`config.mk`:
```
export PLATFORM = sky130hd
export DESIGN_NAME = sfixed_mult_arbiter
export DESIGN_NICKNAME = d
export VERILOG_FILES = /design/src/rtl/sfixed_mult_arbiter.sv
export SDC_FILE = /design/constraint.sdc
export NUM_CORES = 1
export LEC_CHECK = 0
export CORE_MARGIN = 2
export CORE_UTILIZATION = 45
export CTS_CLUSTER_SIZE = 14
export DETAILED_ROUTE_END_ITERATION = 10
export PLACE_DENSITY = 0.76
export SYNTH_ARGS = -nofsm -noshare
export SYNTH_HDL_FRONTEND = slang
export SYNTH_SLANG_ARGS = --single-unit
```
`constraint.sdc`:
```
create_clock -name clk -period 19.55 [get_ports clk]
set_input_delay 5.865 -clock clk [delete_from_list [all_inputs] [get_ports clk]]
set_output_delay 5.865 -clock clk [all_outputs]
set_load 0.01 [all_outputs]
```
`src/rtl/sfixed_mult_arbiter.sv`:
```
// Round-robin sharing of one signed fixed-point multiplier between NUM_REQ requesters,
// with a single registered result port tagged by requester index.

module sfixed_mult #(
  parameter int A_LEFT    = 3,
  parameter int A_RIGHT   = 4,
  parameter int B_LEFT    = 3,
  parameter int B_RIGHT   = 4,
  parameter int OUT_LEFT  = 7,
  parameter int OUT_RIGHT = 8,
  localparam int AW = A_LEFT + A_RIGHT + 1,
  localparam int BW = B_LEFT + B_RIGHT + 1,
  localparam int OW = OUT_LEFT + OUT_RIGHT + 1
) (
  input  logic signed [AW-1:0] a,
  input  logic signed [BW-1:0] b,
  output logic signed [OW-1:0] p
);
  localparam int PW   = AW + BW;
  localparam int FRAC = A_RIGHT + B_RIGHT;
  localparam int HI   = FRAC + OUT_LEFT;
  localparam int LO   = FRAC - OUT_RIGHT;

  logic signed [PW-1:0] full;

  // Size casts of signed operands sign-extend, so the product is full precision.
  assign full = PW'(a) * PW'(b);

  generate
    if (HI > PW - 1 || LO < 0) begin : g_bad_slice
      $error("sfixed_mult: output slice [%0d:%0d] outside product [%0d:0]", HI, LO, PW - 1);
      assign p = '0;
    end else begin : g_slice
      assign p = full[HI:LO];
    end
  endgenerate
endmodule

module sfixed_mult_arbiter #(
  parameter int NUM_REQ   = 4,
  parameter int A_LEFT    = 3,
  parameter int A_RIGHT   = 4,
  parameter int B_LEFT    = 3,
  parameter int B_RIGHT   = 4,
  parameter int OUT_LEFT  = 7,
  parameter int OUT_RIGHT = 8,
  localparam int ID_W = $clog2(NUM_REQ),
  localparam int AW   = A_LEFT + A_RIGHT + 1,
  localparam int BW   = B_LEFT + B_RIGHT + 1,
  localparam int OW   = OUT_LEFT + OUT_RIGHT + 1
) (
  input  logic                  clk,
  input  logic                  rst,
  input  logic [NUM_REQ-1:0]    req_valid,
  output logic [NUM_REQ-1:0]    req_ready,
  input  logic [NUM_REQ*AW-1:0] req_a,
  input  logic [NUM_REQ*BW-1:0] req_b,
  output logic                  res_valid,
  input  logic                  res_ready,
  output logic [OW-1:0]         res_data,
  output logic [ID_W-1:0]       res_id,
  output logic                  busy
);
  // Handshake: a request transfers when req_valid[i] && req_ready[i]; the result
  // transfers when res_valid && res_ready. Requesters hold valid/a/b until accepted.

  generate
    if (NUM_REQ < 2) begin : g_bad_num_req
      $error("sfixed_mult_arbiter: NUM_REQ must be >= 2");
    end
  endgenerate

  logic [ID_W-1:0]      rr_ptr;
  logic [ID_W-1:0]      grant_idx;
  logic [ID_W-1:0]      cand;
  logic                 grant_found;
  logic                 can_issue;
  logic                 transfer;
  int                   idx;
  logic signed [AW-1:0] mult_a;
  logic signed [BW-1:0] mult_b;
  logic signed [OW-1:0] mult_p;

  assign can_issue = !res_valid || res_ready;

  // Scan rr_ptr, rr_ptr+1, ... modulo NUM_REQ; the modulo keeps non-power-of-2 in range.
  always_comb begin
    grant_found = 1'b0;
    grant_idx   = '0;
    cand        = '0;
    idx         = 0;
    for (int k = 0; k < NUM_REQ; k++) begin
      idx = int'(rr_ptr) + k;
      if (idx >= NUM_REQ) idx = idx - NUM_REQ;
      cand = ID_W'(idx);
      if (!grant_found && req_valid[cand]) begin
        grant_found = 1'b1;
        grant_idx   = cand;
      end
    end
  end

  assign transfer = grant_found && can_issue && !rst;

  always_comb begin
    req_ready = '0;
    if (transfer) req_ready[grant_idx] = 1'b1;
  end

  assign mult_a = req_a[int'(grant_idx)*AW +: AW];
  assign mult_b = req_b[int'(grant_idx)*BW +: BW];

  sfixed_mult #(
    .A_LEFT   (A_LEFT),
    .A_RIGHT  (A_RIGHT),
    .B_LEFT   (B_LEFT),
    .B_RIGHT  (B_RIGHT),
    .OUT_LEFT (OUT_LEFT),
    .OUT_RIGHT(OUT_RIGHT)
  ) u_mult (
    .a(mult_a),
    .b(mult_b),
    .p(mult_p)
  );

  // A new transfer overwrites a draining result in the same cycle, so no bubble.
  always_ff @(posedge clk) begin
    if (rst) begin
      res_valid <= 1'b0;
      res_data  <= '0;
      res_id    <= '0;
      rr_ptr    <= '0;
    end else if (transfer) begin
      res_valid <= 1'b1;
      res_data  <= mult_p;
      res_id    <= grant_idx;
      rr_ptr    <= (grant_idx == ID_W'(NUM_REQ - 1)) ? '0 : grant_idx + 1'b1;
    end else if (res_valid && res_ready) begin
      res_valid <= 1'b0;
    end
  end

  assign busy = res_valid || (|req_valid);
endmodule

```
Word level (Yosys, flattened, before mapping)
Cells that the tools add are included.

Mux-type cells: 26. Eq/ne operators: 1. Multiply operators: 1. Order comparisons: 10. Shift-type cells: 2. Add/subtract/negate cells: 8. Reductions and logical operators: 16.

Operators with widths (count): $shiftx 32x6->8 (2); $mux 2 (9); $mul 8x8->16 (1); $lt 2x3->1 const B (5); $mux 1 (11); $ge 3x3->1 const B (3); $bmux 1 s2 (4); $sub 2x1->2 const B (4); $logic_and 1x1->1 (7); $add 2x2->3 const B (2); $logic_not 1->1 (5); $mux 4 (1); $reduce_or 4->1 (1); $add 2x1->3 const B (1); $ge 2x3->1 const B (1); $add 2x1->2 const B (1); $demux 1 s2 (1); $eq 2x2->1 const B (1); $ge 2x1->1 const B (1); $logic_or 1x1->1 (2); $reduce_bool 2->1 (1).

Output and inout bits: 24. Input bits: 71. Register bits after elaboration: 21.

Longest topological paths before layout
Depth after elaboration: 19. Mapped depth: 23. Gate-level depth less buffers: 21.

Modules after synthesis
From an unflattened synthesis, not the netlist that was laid out.

Cells, all modules: 449. Area total of the unflattened synthesis: 4021.4 µm².

By module, submodules not included: sfixed_mult (times used 1, area an instance 2553.7 µm², cells each 288); sfixed_mult_arbiter (times used 1, area an instance 1467.7 µm², cells each 161).

Least setup slack after synthesis
OpenSTA, ideal clock, no wires.

Kind: input to output. Start: in req_valid[3]. End: out req_ready[0]. Cell stages on the path: 4. Setup slack: 6.738 ns. Data arrival time: 6.947 ns. Cells stage by stage: nor4_1 a21oi_1 clkbuf_1 and3_1.

Word-level cells in the longest chain between the ends: 17.

Ends and longest elaborated chain: start, declared (line 54) `input logic [NUM_REQ-1:0] req_valid,`; $bmux 1 s2 (line 96) `if (!grant_found && req_valid[cand]) begin`; $mux 1 (implied by the code) (line 96); $mux 1 (line 96); $logic_not 1->1 (line 96); $logic_and 1x1->1 (line 96); $mux 1 (line 96); $logic_not 1->1 (line 96); $logic_and 1x1->1 (line 96); $mux 1 (line 96); $logic_not 1->1 (line 96); $logic_and 1x1->1 (line 96); $mux 2 (line 96); $lt 2x3->1 (implied by the code) / $ge 2x1->1 (equally long branches) (line 107) `if (transfer) req_ready[grant_idx] = 1'b1;`; $logic_and 1x1->1 (implied by the code) (line 107); $mux 1 (implied by the code) (line 107); $demux 1 s2 (line 107); $mux 4 (*) (line 107); end, declared (line 55) `output logic [NUM_REQ-1:0] req_ready,`.

Mark *: on every way between the ends. The rest lies on a longest branch, timed or not. The select of a mux whose other input is x is not followed.

Worst setup path in the final report
Start: in req_valid[0]. End: out req_ready[2].

Same word-level chain as after synthesis.

==> summary.txt <==
Run status
  – Status: finished clean

Drt
  – Routed vias: roughly 3300
  – Initial DRC Count: 74
  – WL per Instance: 13.48 um
  – Drt pass-1 iters: 4
  – DRC Markers: 0
  – Routed WL: around 8.7 mm
  – Routed Antenna Nets: 0
  – Vias per inst: 5.098

Clocking
  – # hold bufs at CTS: 0
  – CTS tree: done
  – Clk Tree Root Cell: clkbuf_8
  – Clk sink count: 21
  – Max clock buf depth: 2
  – Post-cts sizing count: 0
  – CTS Buf Count: 3
  – Clk_lat worst skew: 260 ps
  – Postcts setup bufs: 0
  – Htree depth: 1
  – CTS clk-pin slew, worst paths: around 70 ps

STA
  – Hold Violations, Final: 0
  – Setup violators final: 0
  – Max Clk Rate: 0.07190 GHz
  – Fin worst setup slack: between 5000 and 6000 ps
  – Tightest Pin Transition: 679.8 ps
  – Final Slew Violations: 0
  – Relative slew margins: between 50% and 60%
  – Final TNS setup: 0 ps
  – Final period util: 71.15%
  – RSZ-0062 raised after global routing: false
  – Fin crit period: 13910 ps
  – Worst Skew: between 1.5 and 2 ps

Logic synthesis
  – Post-Synth Simple-Gate Area: 13.91%
  – Netlist Area Pre-Place: between 3000 and 4000 sq um
  – Main combinational cell family by area after synthesis: adder cells
  – Sequential area share after synthesis: a little over a tenth
  – Number of synthesized flops with an enable pin: 0
  – Synthesized flop and latch total: 21
  – Post-Synth XOR/XNOR Area: 3.105%
  – Post-Synth Adder-Cell Area: 38.34%
  – Dominant cell type by area after synthesis: fa_1
  – Post-synth top flop: dfxtp_1
  – Post-Synthesis Cells: about 450
  – FFs w/ async S/R, synth: 0%
  – Syn_area_per_cell: between 8 and 9 sq um
  – Synth top cells by count: 89 x inv_1, 55 x fa_1, 49 x nor2_1, 34 x mux2i_1, 33 x ha_1
  – Count leader, synth: inv_1
  – Synth Warn #: 0
  – Top post-synthesis cells by area: fa_1 28%, dfxtp_1 11%, ha_1 10%
  – Library cells used by synthesis: 50
  – Synth top area share: 27.88%
  – Synthesized Nets: just over 600
  – Mux contribution to synthesized area: 14.04%
  – Compound-Gate Fraction of Synth Area: 8.587%

Global routing
  – First-pass GRT wire length: 15.64 mm
  – Global route overflow: 0
  – Vias in the first global route: roughly 3600
  – All-Layer GR Usage: a little under 20%
  – Largest net degree at the start of global routing: 33
  – Antenna violations before repair: 0

Worst setup path
  – Endpoint arrival time on the critical path: 8040 ps
  – Critical Path Slowest Stage Cell: clkdlybuf4s50_1
  – Req. time, crit path: 13680 ps
  – Crit. End Element: primary output
  – Crit. Startpoint: req_valid[0]
  – Reg2reg path depth: 20
  – Startpoint types: primary input
  – R2r setup slk: approximately 14000 ps
  – R2R Path End: res_data[15]
  – Worst R2R Start: rr_ptr[1]
  – Worst path depth: 9
  – CP Cell Sequence: clkdlybuf4s50_1, mux2i_1, nor2_1, nor3_2, buf_4, inv_1, ha_1, and3_1, clkdlybuf4s50_1
  – Worst setup path class: in2out
  – Slowest stage delay, CP: about 490 ps
  – Crit path to: req_ready[2]
  – WP buf/inv: 4
  – Most frequent CP cell: clkdlybuf4s50_1
  – Worst-path fanout max: 21
  – CP delay by family, top: buffers and inverters

Floorplan
  – Cell Rows: 34
  – Core ar.: 8593 sq um
  – Die height: 97.68 um
  – Die ar.: approximately 9500 sq um
  – Num ports: 95
  – Die X-Extent: ~98 um
  – Starting density of the core: 45.95%

Run
  – Max cap viols: 0

Final layout
  – Design Area, Final: 5002 sq um
  – Storage element area: 420.4 sq um
  – Fillers: a little under 800
  – Syn-to-layout area delta: 26.68%
  – Nets@finish: 694
  – Multi-input logic area: 3095 sq um
  – Proportion of layout cells with a drive suffix above 1: 5.431%
  – Ant diodes: 0

Hold path
  – Worst hold stages: 2
  – Hold crit path type: reg2reg

Placed design
  – Dpl hpwl: between 7 and 8 mm
  – Port bufs: 94
  – Gpl congestion: 0.8374
  – Worst slack, placed: about 5600 ps
  – Post-DP Area: 4956 sq um
## metrics by stage
| stage | utilization [%] | hold WS, ps | cells |
|---|---|---|---|
| finish | 58.21 | 455.3 | 642 |
| floorplan | - | 476.1 | 446 |
| detailed placement | 57.67 | 452.6 | 638 |
| CTS | 58.21 | 462.8 | 642 |
| global placement | 57.67 | 443.4 | 638 |
| global route | 58.21 | 492.2 | 642 |
## worst reg2reg max path, cell delays in order (launching register included)
cell and delay, ps:
dfxtp_1 390, nand2_1 120, nand3b_1 120, a2bb2oi_4 210, buf_4 470, mux2i_1 170, mux2_2 390, nor2_1 240
fa_1 530, inv_1 200, fa_1 480, fa_1 520, fa_1 540, inv_1 40, ha_1 360, a21o_1 180
a21oi_1 240, a21boi_1 100, a311oi_1 310, xnor2_1 160, a21oi_1 80
## routing by layer
metal	GRT usage, %	up-vias	wire [um]	share of wire (%)
met1	22.29	1586	3416	39
met5	0	-	0	0
met4	4.380	0	145	1.7
met3	2.878	15	385	4.4
li1	-	1595	-	-
met2	37.88	77	4706	54
## registers in the layout (all words and copies together) (netlist names)
name       count
rr_ptr         2
res_data      16
res_valid      1
res_id         2
## logic make-up (layout without fill, tap and decap cells)
| logic type | count (synthesis) | count (layout) |
|---|---|---|
| flip-flops | 21 | 21 |
| adder cells (fa/ha/maj) | 88 | 88 |
| AO/OA/AOI/OAI | 50 | 50 |
| AND/OR/NAND/NOR | 119 | 119 |
| buffers and inverters | 104 | 192 |
| XOR/XNOR | 14 | 14 |
| multiplexers | 50 | 50 |
## cells in the final DEF (no fill, tap or decap), types with 5 or more instances in the layout
cell              n
a21o_1            6
nand3_1           5
clkdlybuf4s50_1  94
nor2_1           49
ha_1             33
a21oi_1          23
mux2_4            9
nor2b_1           7
or2_1            11
and3_1            5
xnor2_1          12
mux2i_1          34
inv_1            89
mux2_2            7
dfxtp_1          21
nand2_1          28
fa_1             55
## cell type report
| type | instances | share of cell area, % |
|---|---|---|
| timing repair buffer | 97 | 19.26 |
| sequential | 21 | 8.404 |
| clock buffer | 3 | 0.8254 |
| inverter | 91 | 6.828 |
| multi-input combinational | 321 | 61.88 |
| tap | 108 | 2.701 |
| clock inverter | 1 | 0.1000 |
## how the worst min path moves through the flow
stage,slack [ps],startpoint,endpoint
3_3_place_gp,440,res_data[9],res_data[9]
4_1_cts,460,res_data[9],res_data[9]
5_1_grt,490,res_id[0],res_id[0]
6_report,460,res_data[9],res_data[9]
3_5_place_dp,450,res_data[9],res_data[9]
2_1_floorplan,480,res_data[7],res_data[7]
Power is not shown: default switching activity piles up to over one toggle a cycle in this logic, so the estimate is an artifact.
